<file path="src/rtl/lane_gather_4to1.sv">
`default_nettype none
// ============================================================================
//  Module      : lane_gather_4to1
//  Description : In-order reassembler for words scattered round-robin across
//                four lanes. Each lane feeds a small FIFO; the lanes are drained
//                strictly in turn (0,1,2,3,0,...) into one valid/ready output
//                register, with the last word of each frame tagged.
//  Revision    : 1.0 - initial release
// ============================================================================
module lane_gather_4to1 #(
    parameter int DATA_W    = 16,
    parameter int DEPTH     = 2,
    parameter int FRAME_LEN = 784
) (
    input  logic                  clk,
    input  logic                  reset,
    input  logic                  flush,
    input  logic [3:0]            in_valid,
    input  logic [4*DATA_W-1:0]   in_data,
    output logic [3:0]            in_ready,
    output logic                  out_valid,
    output logic [DATA_W-1:0]     out_data,
    output logic                  out_last,
    input  logic                  out_ready,
    output logic                  frame_done,
    output logic [1:0]            sel_lane
);

    localparam int                 c_PTR_W    = (DEPTH > 1) ? $clog2(DEPTH) : 1;
    localparam logic [c_PTR_W-1:0] c_PTR_ONE  = c_PTR_W'(1);
    localparam logic [c_PTR_W:0]   c_CNT_ONE  = (c_PTR_W + 1)'(1);
    localparam logic [c_PTR_W:0]   c_CNT_FULL = (c_PTR_W + 1)'(DEPTH);
    localparam logic [15:0]        c_LAST_IDX = 16'(FRAME_LEN - 1);

    // Reset and flush have identical effect, so they share one clear term.
    logic                w_clear;
    logic [3:0]          w_full;
    logic [3:0]          w_nonempty;
    logic [3:0]          w_push;
    logic [3:0]          w_pop;
    logic [DATA_W-1:0]   w_head [4];
    logic                w_load;
    logic                w_xfer;
    logic                w_is_last;

    logic [1:0]          r_sel;
    logic [15:0]         r_word_cnt;
    logic                r_out_valid;
    logic [DATA_W-1:0]   r_out_data;
    logic                r_out_last;
    logic                r_frame_done;

    assign w_clear   = reset | flush;
    assign w_load    = w_nonempty[r_sel] && (!r_out_valid || out_ready);
    assign w_xfer    = r_out_valid && out_ready;
    assign w_is_last = (r_word_cnt == c_LAST_IDX);

    for (genvar gi = 0; gi < 4; gi++) begin : g_lane
        logic [DATA_W-1:0]  r_mem [DEPTH];
        logic [c_PTR_W-1:0] r_wptr;
        logic [c_PTR_W-1:0] r_rptr;
        logic [c_PTR_W:0]   r_count;

        // Ready depends on stored occupancy only, so a full FIFO refuses a
        // push even when the same cycle pops it.
        assign w_full[gi]     = (r_count == c_CNT_FULL);
        assign w_nonempty[gi] = (r_count != '0);
        assign w_push[gi]     = in_valid[gi] && !w_full[gi] && !w_clear;
        assign w_pop[gi]      = w_load && (r_sel == 2'(gi));
        assign w_head[gi]     = r_mem[r_rptr];
        assign in_ready[gi]   = !w_full[gi];

        // Storage array: written on push, contents need no clear.
        always_ff @(posedge clk) begin
            if (w_push[gi]) begin
                r_mem[r_wptr] <= in_data[gi*DATA_W +: DATA_W];
            end
        end

        // Pointer and occupancy bookkeeping for this lane.
        always_ff @(posedge clk) begin
            if (w_clear) begin
                r_wptr  <= '0;
                r_rptr  <= '0;
                r_count <= '0;
            end else begin
                if (w_push[gi]) begin
                    r_wptr <= r_wptr + c_PTR_ONE;
                end
                if (w_pop[gi]) begin
                    r_rptr <= r_rptr + c_PTR_ONE;
                end
                case ({w_push[gi], w_pop[gi]})
                    2'b10:   r_count <= r_count + c_CNT_ONE;
                    2'b01:   r_count <= r_count - c_CNT_ONE;
                    default: r_count <= r_count;
                endcase
            end
        end
    end

    // Output register with lane sequencing; a load replaces a word that is
    // transferring in the same cycle, so there is no bubble.
    always_ff @(posedge clk) begin
        if (w_clear) begin
            r_out_valid <= 1'b0;
            r_out_data  <= '0;
            r_out_last  <= 1'b0;
            r_sel       <= 2'd0;
            r_word_cnt  <= 16'd0;
        end else if (w_load) begin
            r_out_valid <= 1'b1;
            r_out_data  <= w_head[r_sel];
            r_out_last  <= w_is_last;
            if (w_is_last) begin
                r_sel      <= 2'd0;
                r_word_cnt <= 16'd0;
            end else begin
                r_sel      <= r_sel + 2'd1;
                r_word_cnt <= r_word_cnt + 16'd1;
            end
        end else if (w_xfer) begin
            r_out_valid <= 1'b0;
            r_out_last  <= 1'b0;
        end
    end

    // One-cycle pulse after the frame-last word leaves the output register.
    always_ff @(posedge clk) begin
        if (w_clear) begin
            r_frame_done <= 1'b0;
        end else begin
            r_frame_done <= w_xfer && r_out_last;
        end
    end

    assign out_valid  = r_out_valid;
    assign out_data   = r_out_data;
    assign out_last   = r_out_last;
    assign frame_done = r_frame_done;
    assign sel_lane   = r_sel;

endmodule
`default_nettype wire
</file>
<file path="config.mk">
export PLATFORM = sky130hd
export DESIGN_NAME = lane_gather_4to1
export DESIGN_NICKNAME = d
export VERILOG_FILES = /design/src/rtl/lane_gather_4to1.sv
export SDC_FILE = /design/constraint.sdc
export NUM_CORES = 1
export LEC_CHECK = 0
export BUFFER_PORTS_ARGS = -buffer_cell sky130_fd_sc_hd__buf_2
export CAP_MARGIN = 25
export CORE_ASPECT_RATIO = 0.5
export CORE_MARGIN = 2
export CORE_UTILIZATION = 35
export DETAILED_ROUTE_END_ITERATION = 16
export GPL_TIMING_DRIVEN = 1
export PLACE_DENSITY = 0.55
export SLEW_MARGIN = 20
export SYNTH_ARGS = -nofsm -noshare
export SYNTH_HDL_FRONTEND = slang
export SYNTH_SLANG_ARGS = --single-unit
</file>
<file path="constraint.sdc">
create_clock -name clk -period 2.1 [get_ports clk]
set_input_delay 0.21 -clock clk [delete_from_list [all_inputs] [get_ports clk]]
set_output_delay 0.21 -clock clk [all_outputs]
set_load 0.02 [all_outputs]
</file>
==> results of run 1 <==
[metal layers]
| layer | part of all wire | GRT usage |
|---|---|---|
| met5 | 0 | 0 |
| met4 | 0.012 | 0.0443 |
| met3 | 0.045 | 0.0356 |
| met2 | 0.48 | 0.276 |
| met1 | 0.46 | 0.227 |
[metrics by stage]
| stage | TNS [ps] | instance area [µm²] | worst slack, ps | util | hold slack [ps] |
|---|---|---|---|---|---|
| floorplan | 0 | 7540 | 6.90 | - | 309 |
| global placement | -6.87 | 8670 | -6.87 | 0.416 | 398 |
| detailed placement | -164 | 8670 | -82.2 | 0.416 | 401 |
| CTS | 0 | 9920 | 5.60 | 0.476 | 34.1 |
| global route | -176 | 10000 | -52.6 | 0.482 | 34.8 |
| finish | 0 | 10000 | 38.1 | 0.482 | 47.7 |
[cell families (layout without fill, tap and decap cells)]
| logic type | after synthesis | count (layout) | synth area share |
|---|---|---|---|
| flops | 185 | 185 | 0.662 |
| simple gates | 117 | 117 | 0.0851 |
| mux | 84 | 84 | 0.138 |
| compound gates | 78 | 78 | 0.0627 |
| buf+inv | 39 | 250 | 0.0226 |
| xor+xnor | 12 | 12 | 0.0140 |
| fa+ha+maj | 9 | 9 | 0.0150 |
[layout by cell type, fill, tap and decap left out, drive strengths merged, types with 7 or more instances in the layout]
| cell type | count |
|---|---|
| buf | 147 |
| edfxtp | 128 |
| mux2i | 68 |
| dlygate4sd3 | 64 |
| dfxtp | 57 |
| a21oi | 29 |
| nor2 | 26 |
| o21ai | 19 |
| clkbuf | 19 |
| a211oi | 17 |
| mux4 | 16 |
| nand4 | 15 |
| nand2 | 15 |
| inv | 12 |
| nand3 | 11 |
| or3 | 10 |
| ha | 9 |
| nor4 | 8 |
| xnor2 | 8 |
| and3 | 7 |
[worst max-delay path, delay by kind of cell, from the launching register on]
| family | cells | cell delay [ps] |
|---|---|---|
| buffers and inverters | 1 | 170 |
| AOI/OAI and AO/OA | 1 | 130 |
| and+or+nand+nor | 4 | 1010 |
| adders and majority gates | 1 | 160 |
| xor gates and xnor gates | 1 | 120 |
| DFF | 1 | 410 |
[synth_stat cells]
| library cell | count | area [µm²] |
|---|---|---|
| a211oi_1 | 17 | 128 |
| a21oi_1 | 29 | 145 |
| a311oi_1 | 1 | 8.76 |
| a31o_2 | 2 | 17.5 |
| a31oi_1 | 3 | 18.8 |
| a32o_1 | 1 | 10.0 |
| a41oi_1 | 2 | 17.5 |
| and3_1 | 7 | 43.8 |
| and4_1 | 3 | 26.3 |
| buf_1 | 4 | 15.0 |
| buf_2 | 10 | 50.1 |
| buf_4 | 1 | 7.51 |
| buf_6 | 1 | 11.3 |
| clkbuf_1 | 16 | 60.1 |
| dfxtp_1 | 57 | 1140 |
| edfxtp_1 | 128 | 3840 |
| ha_1 | 9 | 113 |
| inv_1 | 6 | 22.5 |
| inv_2 | 1 | 3.75 |
| mux2i_1 | 68 | 681 |
| mux4_2 | 16 | 360 |
| nand2_1 | 15 | 56.3 |
| nand2b_1 | 5 | 31.3 |
| nand3_1 | 11 | 55.1 |
| nand3b_1 | 1 | 7.51 |
| nand4_1 | 15 | 93.8 |
| nor2_1 | 25 | 93.8 |
| nor2_2 | 1 | 6.26 |
| nor2b_1 | 1 | 6.26 |
| nor3_1 | 5 | 25.0 |
| nor4_1 | 8 | 50.1 |
| nor4b_1 | 3 | 26.3 |
| nor4bb_1 | 2 | 20.0 |
| o211ai_1 | 1 | 7.51 |
| o21ai_0 | 19 | 95.1 |
| o311ai_0 | 1 | 8.76 |
| o31ai_1 | 2 | 15.0 |
| or2_2 | 1 | 6.26 |
| or3_1 | 10 | 62.6 |
| or4_1 | 4 | 30.0 |
| xnor2_1 | 8 | 70.1 |
| xor2_1 | 4 | 35.0 |
[final timing paths]
kind               startpoint                    to  depth (start not counted)
max reg2reg       sel_lane[1]  g_lane[3].r_count[1]                          8
min                 out_ready            frame_done                          3
min reg2reg  g_lane[3].r_rptr      g_lane[3].r_rptr                          2
max               sel_lane[1]  g_lane[3].r_count[1]                          8
[timing repair]
action,in CTS,in global routing
gates resized for setup,8,15
hold buffers,64,0
hold endpoints to repair,128,0
setup endpoints to repair,3,8
setup buffers,2,1
pin swaps,1,5
[layout make-up]
class | instances | area (µm²)
Clock inverter | 13 | 116
Clock buffer | 19 | 433
Multi-Input combinational cell | 300 | 2530
Fill cell | 1860 | 10800
Timing Repair Buffer | 211 | 1600
Inverter | 7 | 26.3
Tap cell | 273 | 342
Sequential cell | 185 | 4990
[sequential cells by signal, summed over array words and instances (netlist names), named ones only]
register        flops
g_lane.r_rptr       4
r_word_cnt         16
frame_done          1
g_lane.r_count      8
g_lane.r_wptr       4
out_data           16
g_lane.r_mem      128
out_valid           1
sel_lane            2
out_last            1
[power by group]
group | switching, mW | total [mW] | internal, mW
sequential | 0.0340 | 4.00 | 3.96
clock | 1.47 | 3.02 | 1.55
combinational | 0.339 | 0.689 | 0.349
total | 1.84 | 7.71 | 5.86
==> flow_summary.json, run 1 <==
{
  "nNetsFinal": 803,
  "hold_viol": 0,
  "fin_crit_ps": 2060,
  "drive_gt1_frac": 0.290,
  "diodes": 0,
  "root_buffer": "clkbuf_16",
  "finalMaxSlewViolations": 0,
  "cp_slowest_stage_delay_ps": 410,
  "synth_nets": 605,
  "critPathRequiredTime_ps": 2460,
  "hp-class": "input port to register",
  "die_y_um": 108,
  "finalNonFillerCells": 1008,
  "critPathKind": "register to register",
  "areaGrowthSynthToFinish_pct": 33.4,
  "setup_viol": 0,
  "synth_cell_types": 42,
  "ff2ff_setup_slack_ps": 40,
  "slowest_stage": "dfxtp_4",
  "cap_violations": 0,
  "drt-vias-per-instance": 4.99,
  "placedCellCount": 909,
  "grt_pass1_vias": 5055,
  "syn_inst": 524,
  "drc": 0,
  "ant_nets": 0,
  "synth.avg_cell_area_um2": 14.4,
  "port_buffers": 96,
  "gr-total-overflow": 0,
  "finClkSkew_ps": 9.29,
  "peakVddDrop_mv": 0.424,
  "worst_pin_slew_ps": 574,
  "seq_area_frac_synth": 0.662,
  "die-area_um2": 22800,
  "grt_max_degree": 27,
  "cp_cell_sequence": "nor4bb_4 -> nor4_4 -> buf_4 -> and3_4 -> ha_4 -> xnor2_2 -> or3_1 -> a21oi_1",
  "cts.clk_slew.worst_paths_ps": 70,
  "htreeDepth": 4,
  "initial_utilization": 0.361,
  "antenna_found_initial": 0,
  "drt_iter0_markers": 293,
  "arrival_ps": 2420,
  "status": "completed",
  "synth_area_um2": 7530,
  "die_x_um": 211,
  "clk_latency_ps": 420,
  "vias": 5034,
  "power_mw": 7.71,
  "worstPathMaxFanout": 6,
  "hpwl_mm": 12.4,
  "relSlewSlack": 0.617,
  "fin_crit_sh": 0.982,
  "p_leak_nw": 3.41,
  "grt_pass1_wl_mm": 28.4,
  "first_pass_iters": 4,
  "cts-buffers-inserted": 17,
  "routed_wl_mm": 18.3,
  "fp-row-count": 37,
  "yosysWarningCount": 0,
  "clockBufferDepth": 2,
  "core_area_um2": 20800,
  "ys_ff_latch": 185,
  "rsz0062_at_grt": "yes",
  "cellPowerDensity_nw_per_um2": 768,
  "io_pins": 97,
  "worstSetupStartpointType": "register",
  "clock.fmax_mhz": 485,
  "end_kind": "register",
  "cts_tree": "built",
  "cts.sink_count": 185,
  "place_congestion": 0.792,
  "track_usage": 0.168,
  "avgRoutedWirePerCell_um": 18.1
}
Note: power is estimated with default switching activity, not from simulation.
==> run 2, diff against run 1 <==
--- a/config.mk
+++ b/config.mk
@@ -5,6 +5,7 @@
 export SDC_FILE = /design/constraint.sdc
 export NUM_CORES = 1
 export LEC_CHECK = 0
+export ABC_AREA = 1
 export BUFFER_PORTS_ARGS = -buffer_cell sky130_fd_sc_hd__buf_2
 export CAP_MARGIN = 25
 export CORE_ASPECT_RATIO = 0.5
@@ -12,7 +13,7 @@
 export CORE_UTILIZATION = 35
 export DETAILED_ROUTE_END_ITERATION = 16
 export GPL_TIMING_DRIVEN = 1
-export PLACE_DENSITY = 0.55
+export PLACE_DENSITY = 0.54
 export SLEW_MARGIN = 20
 export SYNTH_ARGS = -nofsm -noshare
 export SYNTH_HDL_FRONTEND = slang
==> run 2 against run 1 <==
  * Count of clock-buffer cells in the layout increased by 3
  * Clock power increased by 5%
  * Sequential power about the same
  * Worst setup slack improved by 210 ps
  * Die area increased by 6.9%
  * Total power increased by 2.4%
  * Flip-flop and latch count unchanged
  * Register-to-register slack improved by 210 ps
  * Largest power group unchanged
==> flow_summary.json, run 2 <==
{
  "layout_common_cells": "nand2_1, edfxtp_1, nor2_1, buf_2, inv_1",
  "cellPowerDensity_nw_per_um2": 780,
  "yosysWarningCount": 0,
  "drc": 0,
  "clockBufferDepth": 2,
  "fp-row-count": 39,
  "synth_cell_types": 29,
  "critPathRequiredTime_ps": 2470,
  "dp_slack_ps": 275,
  "clock.fmax_mhz": 539,
  "finalMaxSlewViolations": 0,
  "hp-class": "input port to register",
  "synthMuxAreaShare": 0,
  "synth.top_cells.by_count": "nand2_1, edfxtp_1, nor2_1, inv_1, nand3_1",
  "num-fill-cells": 2179,
  "htreeDepth": 4,
  "io_pins": 97,
  "ant_nets": 0,
  "met2_usage": 0.273,
  "relSlewSlack": 0.754,
  "placedCellCount": 1271,
  "finClkSkew_ps": 10.8,
  "status": "completed",
  "intPower_mw": 5.98,
  "cts-buffers-inserted": 17,
  "synth_area_leaders": "edfxtp_1, dfxtp_1, nand2_1",
  "placedInstanceArea_um2": 8890,
  "fin_util": 0.446,
  "power_mw": 7.89,
  "synth.avg_cell_area_um2": 9.13,
  "worstPathMaxFanout": 28,
  "synth_compound_area_frac": 0.0488,
  "clk_latency_ps": 440,
  "die-area_um2": 24300,
  "port_buffers": 96,
  "largest_reg_flops": 128,
  "hold_viol": 0,
  "synth_xor_area_frac": 0.00326,
  "synth_nets": 964,
  "drt-vias-per-instance": 4.59,
  "synthAdderAreaFrac": 0.0140,
  "synthSimpleGateAreaFrac": 0.243,
  "ys_ff_latch": 185,
  "yosys.area.top_type": "edfxtp_1",
  "core_area_um2": 22700,
  "hpwl_mm": 13.4,
  "worst_pin_slew_ps": 369,
  "antenna_found_initial": 0,
  "cts_tree": "built",
  "die_y_um": 111,
  "synth_top_family_by_area": "simple AND/OR/NAND/NOR gates",
  "yosys.cell_count.top_type": "nand2_1",
  "synth_area_um2": 8060,
  "track_usage": 0.168,
  "vias": 6279,
  "seq_area_frac_synth": 0.619,
  "peakVddDrop_mv": 0.534,
  "initial_utilization": 0.355,
  "grt_pass1_wl_mm": 31.3,
  "drt_iter0_markers": 477,
  "p_leak_nw": 4.21,
  "grtUsageMet3": 0.0365,
  "p_sw_mw": 1.91,
  "ys.flop_type": "edfxtp_1",
  "cts_setup_buffers": 0,
  "gr-total-overflow": 0,
  "fin_crit_ps": 1860,
  "busiest_layer": "met2",
  "nNetsFinal": 1128,
  "areaGrowthSynthToFinish_pct": 25.5,
  "avgRoutedWirePerCell_um": 14.2,
  "p_comb_frac": 0.092,
  "cts.clk_slew.worst_paths_ps": 60,
  "p_sw_frac": 0.242,
  "use_met1": 0.220,
  "grt_pass1_vias": 6003,
  "register_area_um2": 4990,
  "place_congestion": 0.877,
  "end_kind": "register",
  "seq_power_share": 0.508,
  "whs_ps": 61.4,
  "drive_gt1_frac": 0.162,
  "synth_top_area_share": 0.477,
  "worstSetupStartpointType": "register",
  "rsz0062_at_grt": "no",
  "die_x_um": 219,
  "fin_crit_sh": 0.884,
  "first_pass_iters": 5,
  "top_register": "g_lane.r_mem",
  "syn_inst": 883,
  "final_common_cell": "nand2_1",
  "diodes": 0,
  "final.setup.worst_slack_ps": 244,
  "synth_edf_count": 128,
  "grt_max_degree": 33,
  "cap_violations": 0,
  "fin_area_um2": 10100,
  "arrival_ps": 2220,
  "cts.sink_count": 185,
  "pwr-share-clk": 0.401,
  "tns_ps": 0,
  "root_buffer": "clkbuf_16",
  "finalNonFillerCells": 1367,
  "synthArstFlopShare": 0,
  "routed_wl_mm": 19.4,
  "setup_viol": 0,
  "multi_input_area_um2": 2500,
  "critPathKind": "register to register"
}
-- run 2: cell types whose count changed after synthesis, sizes merged, moves of 8 or more --
cell,delta
a211oi,-17
a21oi,-10
buf,+13
inv,+90
mux2i,-68
mux4,-16
nand2,+249
nand3,+71
nor2,+98
nor4,-8
o211ai,+17
o21ai,+12
or3,-10
xnor2,-8
-- run 2: worst max-delay path: stages, from the launching register on --
cell and delay, ps:
dfxtp_2 430, inv_2 90, nand3_1 90, nand3_1 110, nand2_4 120, buf_4 260
nand2_4 160, buf_4 260, nand2_1 90, nand2_1 50, nor2_1 110
-- run 2: layout make-up --
type / instances / share of cell area
clock buffers: 22 / 0.0491
multi-input cells: 562 / 0.247
flip-flops and latches: 185 / 0.493
well taps: 307 / 0.0380
clock inverters: 10 / 0.00792
repair buffers: 183 / 0.128
inverters: 98 / 0.0369
-- run 2: power by group through the flow --
stage	Clock, mW	Combinational [mW]	Sequential [mW]
final	3.16	0.724	4.01
after global routing	3.37	0.816	4.01
after CTS	3.24	0.732	4.01
after detailed placement	0	0.635	4.09
after global placement	0	0.623	4.09
after floorplan	0	0.397	4.10
-- run 2: worst paths after layout --
check,start,to,depth (start not counted),slack [ps]
hold reg to reg,out_last,frame_done,2,460
setup reg to reg,sel_lane[0],out_data[13],10,240
hold / removal,out_ready,frame_done,3,60
setup / recovery,sel_lane[0],out_data[13],10,240
-- run 2: cells by family (layout without fill, tap and decap cells) --
kind of cell    after synthesis  after routing
fa+ha+maj                     9              9
simple gates                481            481
compound gates               69             69
flops                       185            185
buf+inv                     136            313
xor+xnor                      3              3
-- run 2: repair_timing --
action / 4_1_cts / 5_1_grt
endpoints found under the hold margin: 128 / 0
hold buffers: 64 / 0
resized for setup: 0 / 2
setup endpoints to repair: 0 / 1
-- run 2: layer usage --
layer / share of wire / vias up
met5: 0 / -
met4: 0.017 / 0
met3: 0.041 / 28
met2: 0.48 / 118
met1: 0.46 / 2945
li1: - / 3188
==> run 3, diff against run 2 <==
--- a/config.mk
+++ b/config.mk
@@ -13,7 +13,9 @@
 export CORE_UTILIZATION = 35
 export DETAILED_ROUTE_END_ITERATION = 16
 export GPL_TIMING_DRIVEN = 1
+export MAX_ROUTING_LAYER = met4
 export PLACE_DENSITY = 0.54
+export SKIP_LAST_GASP = 1
 export SLEW_MARGIN = 20
 export SYNTH_ARGS = -nofsm -noshare
 export SYNTH_HDL_FRONTEND = slang
==> run 3 against run 2 <==
  * Global-route usage up 0.62 points
  * Die area unchanged
  * Register-to-register slack worse by 20 ps
  * Design area about the same
  * Largest cell class unchanged
==> flow_summary.json, run 3 (same netlist as run 2, synthesis figures left out) <==
{
  "status": "completed",
  "intPower_mw": 6.04,
  "setup_viol": 0,
  "cp_top_family": "compound AO/OA/AOI/OAI gates",
  "hold_viol": 0,
  "final.setup.worst_slack_ps": 223,
  "cp_slowest_stage_delay_ps": 430,
  "avgRoutedWirePerCell_um": 14.2,
  "root_buffer": "clkbuf_16",
  "die_y_um": 111,
  "port_buffers": 96,
  "cts-resized-gates": 0,
  "track_usage": 0.174,
  "placedCellCount": 1271,
  "cp.depth": 11,
  "p_sw_mw": 1.95,
  "ff2ff_setup_slack_ps": 220,
  "cp_num_buf_inv": 2,
  "areaGrowthSynthToFinish_pct": 25.6,
  "clock.fmax_mhz": 533,
  "gr-total-overflow": 0,
  "tns_ps": 0,
  "drive_gt1_frac": 0.163,
  "clockBufferDepth": 2,
  "grt_max_degree": 33,
  "place_congestion": 0.895,
  "seq_power_share": 0.502,
  "cts_tree": "built",
  "fp-row-count": 39,
  "clk_latency_ps": 440,
  "hpwl_mm": 13.4,
  "cts.sink_count": 185,
  "drc": 0,
  "largest_reg_flops": 128,
  "finalMaxSlewViolations": 0,
  "endpoint": "g_lane[1].r_count[1]",
  "fin_crit_ps": 1880,
  "grt_pass1_wl_mm": 31.6,
  "grt_pass1_vias": 6009,
  "worstSetupStartpointType": "register",
  "core_area_um2": 22700,
  "cp_cell_sequence": "inv_2 -> nand3_1 -> nand3_1 -> nand2_4 -> nand3_1 -> inv_1 -> ha_1 -> a21oi_1 -> o21ai_0 -> o21ai_0 -> a21oi_1",
  "cts_setup_buffers": 0,
  "worstHoldPathCells": 1,
  "hp-class": "input port to register",
  "critPathRequiredTime_ps": 2420,
  "drt-vias-per-instance": 4.54,
  "cts.clk_slew.worst_paths_ps": 70,
  "min_from": "in_data[52]",
  "worstPathMaxFanout": 9,
  "power_mw": 7.99,
  "rr_worst_depth": 11,
  "first_pass_iters": 5,
  "layout_common_cells": "nand2_1, edfxtp_1, nor2_1, buf_2, inv_1",
  "p_comb_frac": 0.090,
  "rsz0062_at_grt": "no",
  "cp-startpoint": "sel_lane[0]",
  "final_common_cell": "nand2_1",
  "end_kind": "register",
  "initial_utilization": 0.355,
  "top_register": "g_lane.r_mem",
  "io_pins": 97,
  "peakVddDrop_mv": 0.527,
  "htreeDepth": 4,
  "fin_crit_sh": 0.894,
  "cap_violations": 0,
  "slowest_stage": "dfxtp_2",
  "r2r-start": "sel_lane[0]",
  "antenna_found_initial": 0,
  "finalNonFillerCells": 1365,
  "arrival_ps": 2190,
  "die-area_um2": 24300,
  "reg2reg_to": "g_lane[1].r_count[1]",
  "critical_path.most_common_cell": "nand3_1",
  "finClkSkew_ps": 11.7,
  "critPathKind": "register to register",
  "drt_iter0_markers": 552,
  "p_sw_frac": 0.244,
  "cellPowerDensity_nw_per_um2": 790,
  "cts-buffers-inserted": 17,
  "nNetsFinal": 1127,
  "relSlewSlack": 0.754,
  "worst_pin_slew_ps": 369,
  "vias": 6198,
  "diodes": 0,
  "routed_wl_mm": 19.4,
  "dp_slack_ps": 235,
  "pwr-share-clk": 0.408,
  "ant_nets": 0,
  "die_x_um": 219,
  "p_leak_nw": 4.20
}
[run 3: changes by cell type in the layout (fill, tap and decap cells not counted), sizes merged]
cell and delta:
inv -2, clkbuf -5, clkinv +1, bufinv +2, dlygate4sd3 -1, clkinvlp +3
[run 3: worst min path at each step]
stage                                        to  slack (ps)
after floorplan           g_lane[0].r_mem[0][0]         310
after global placement    g_lane[0].r_mem[0][9]         400
after detailed placement  g_lane[0].r_mem[0][0]         400
after CTS                 g_lane[3].r_mem[1][4]           3
after global routing      g_lane[3].r_mem[1][4]           6
final                     g_lane[3].r_mem[0][4]          10
[run 3: area by class of cell]
cell class,instances,area [µm²]
well taps,307,384
fillers,2165,12600
clock inverters,14,168
clock buffers,17,425
repair buffers,182,1280
multi-input cells,562,2500
inverters,98,370
flip-flops and latches,185,4990
[run 3: routing by layer]
layer / track usage / wire, µm / part of all wire
met1: 0.223 / 9120 / 0.47
met2: 0.274 / 9260 / 0.48
met3: 0.0417 / 781 / 0.040
met4: 0.0490 / 258 / 0.013
met5: - / 0 / 0
[run 3: per-stage QoR]
step                hold slack (ps)  utilization  instance area, µm²
floorplan                       309            -                8060
finish                         13.9        0.446               10100
CTS                            3.34        0.446               10100
detailed placement              403        0.392                8890
global route                   5.85        0.446               10100
global placement                399        0.392                8890
[run 3: worst register-to-register path, stage by stage (launching register included)]
cell and delay, ps:
dfxtp_2 430, inv_2 80, nand3_1 90, nand3_1 120, nand2_4 130, nand3_1 110, inv_1 80, ha_1 250
a21oi_1 110, o21ai_0 120, o21ai_0 200, a21oi_1 60
[run 3: power groups by stage]
| stage | registers, mW | logic [mW] | clock network (mW) |
|---|---|---|---|
| after CTS | 4.01 | 0.730 | 3.31 |
| after detailed placement | 4.09 | 0.637 | 0 |
| after global placement | 4.09 | 0.623 | 0 |
| final | 4.01 | 0.722 | 3.26 |
| after global routing | 4.01 | 0.819 | 3.47 |
| after floorplan | 4.10 | 0.397 | 0 |
[run 3: repair_timing]
action | in CTS | in global routing
hold buffers | 63 | 0
hold endpoints to repair | 126 | 0
endpoints found under the setup margin | 0 | 0
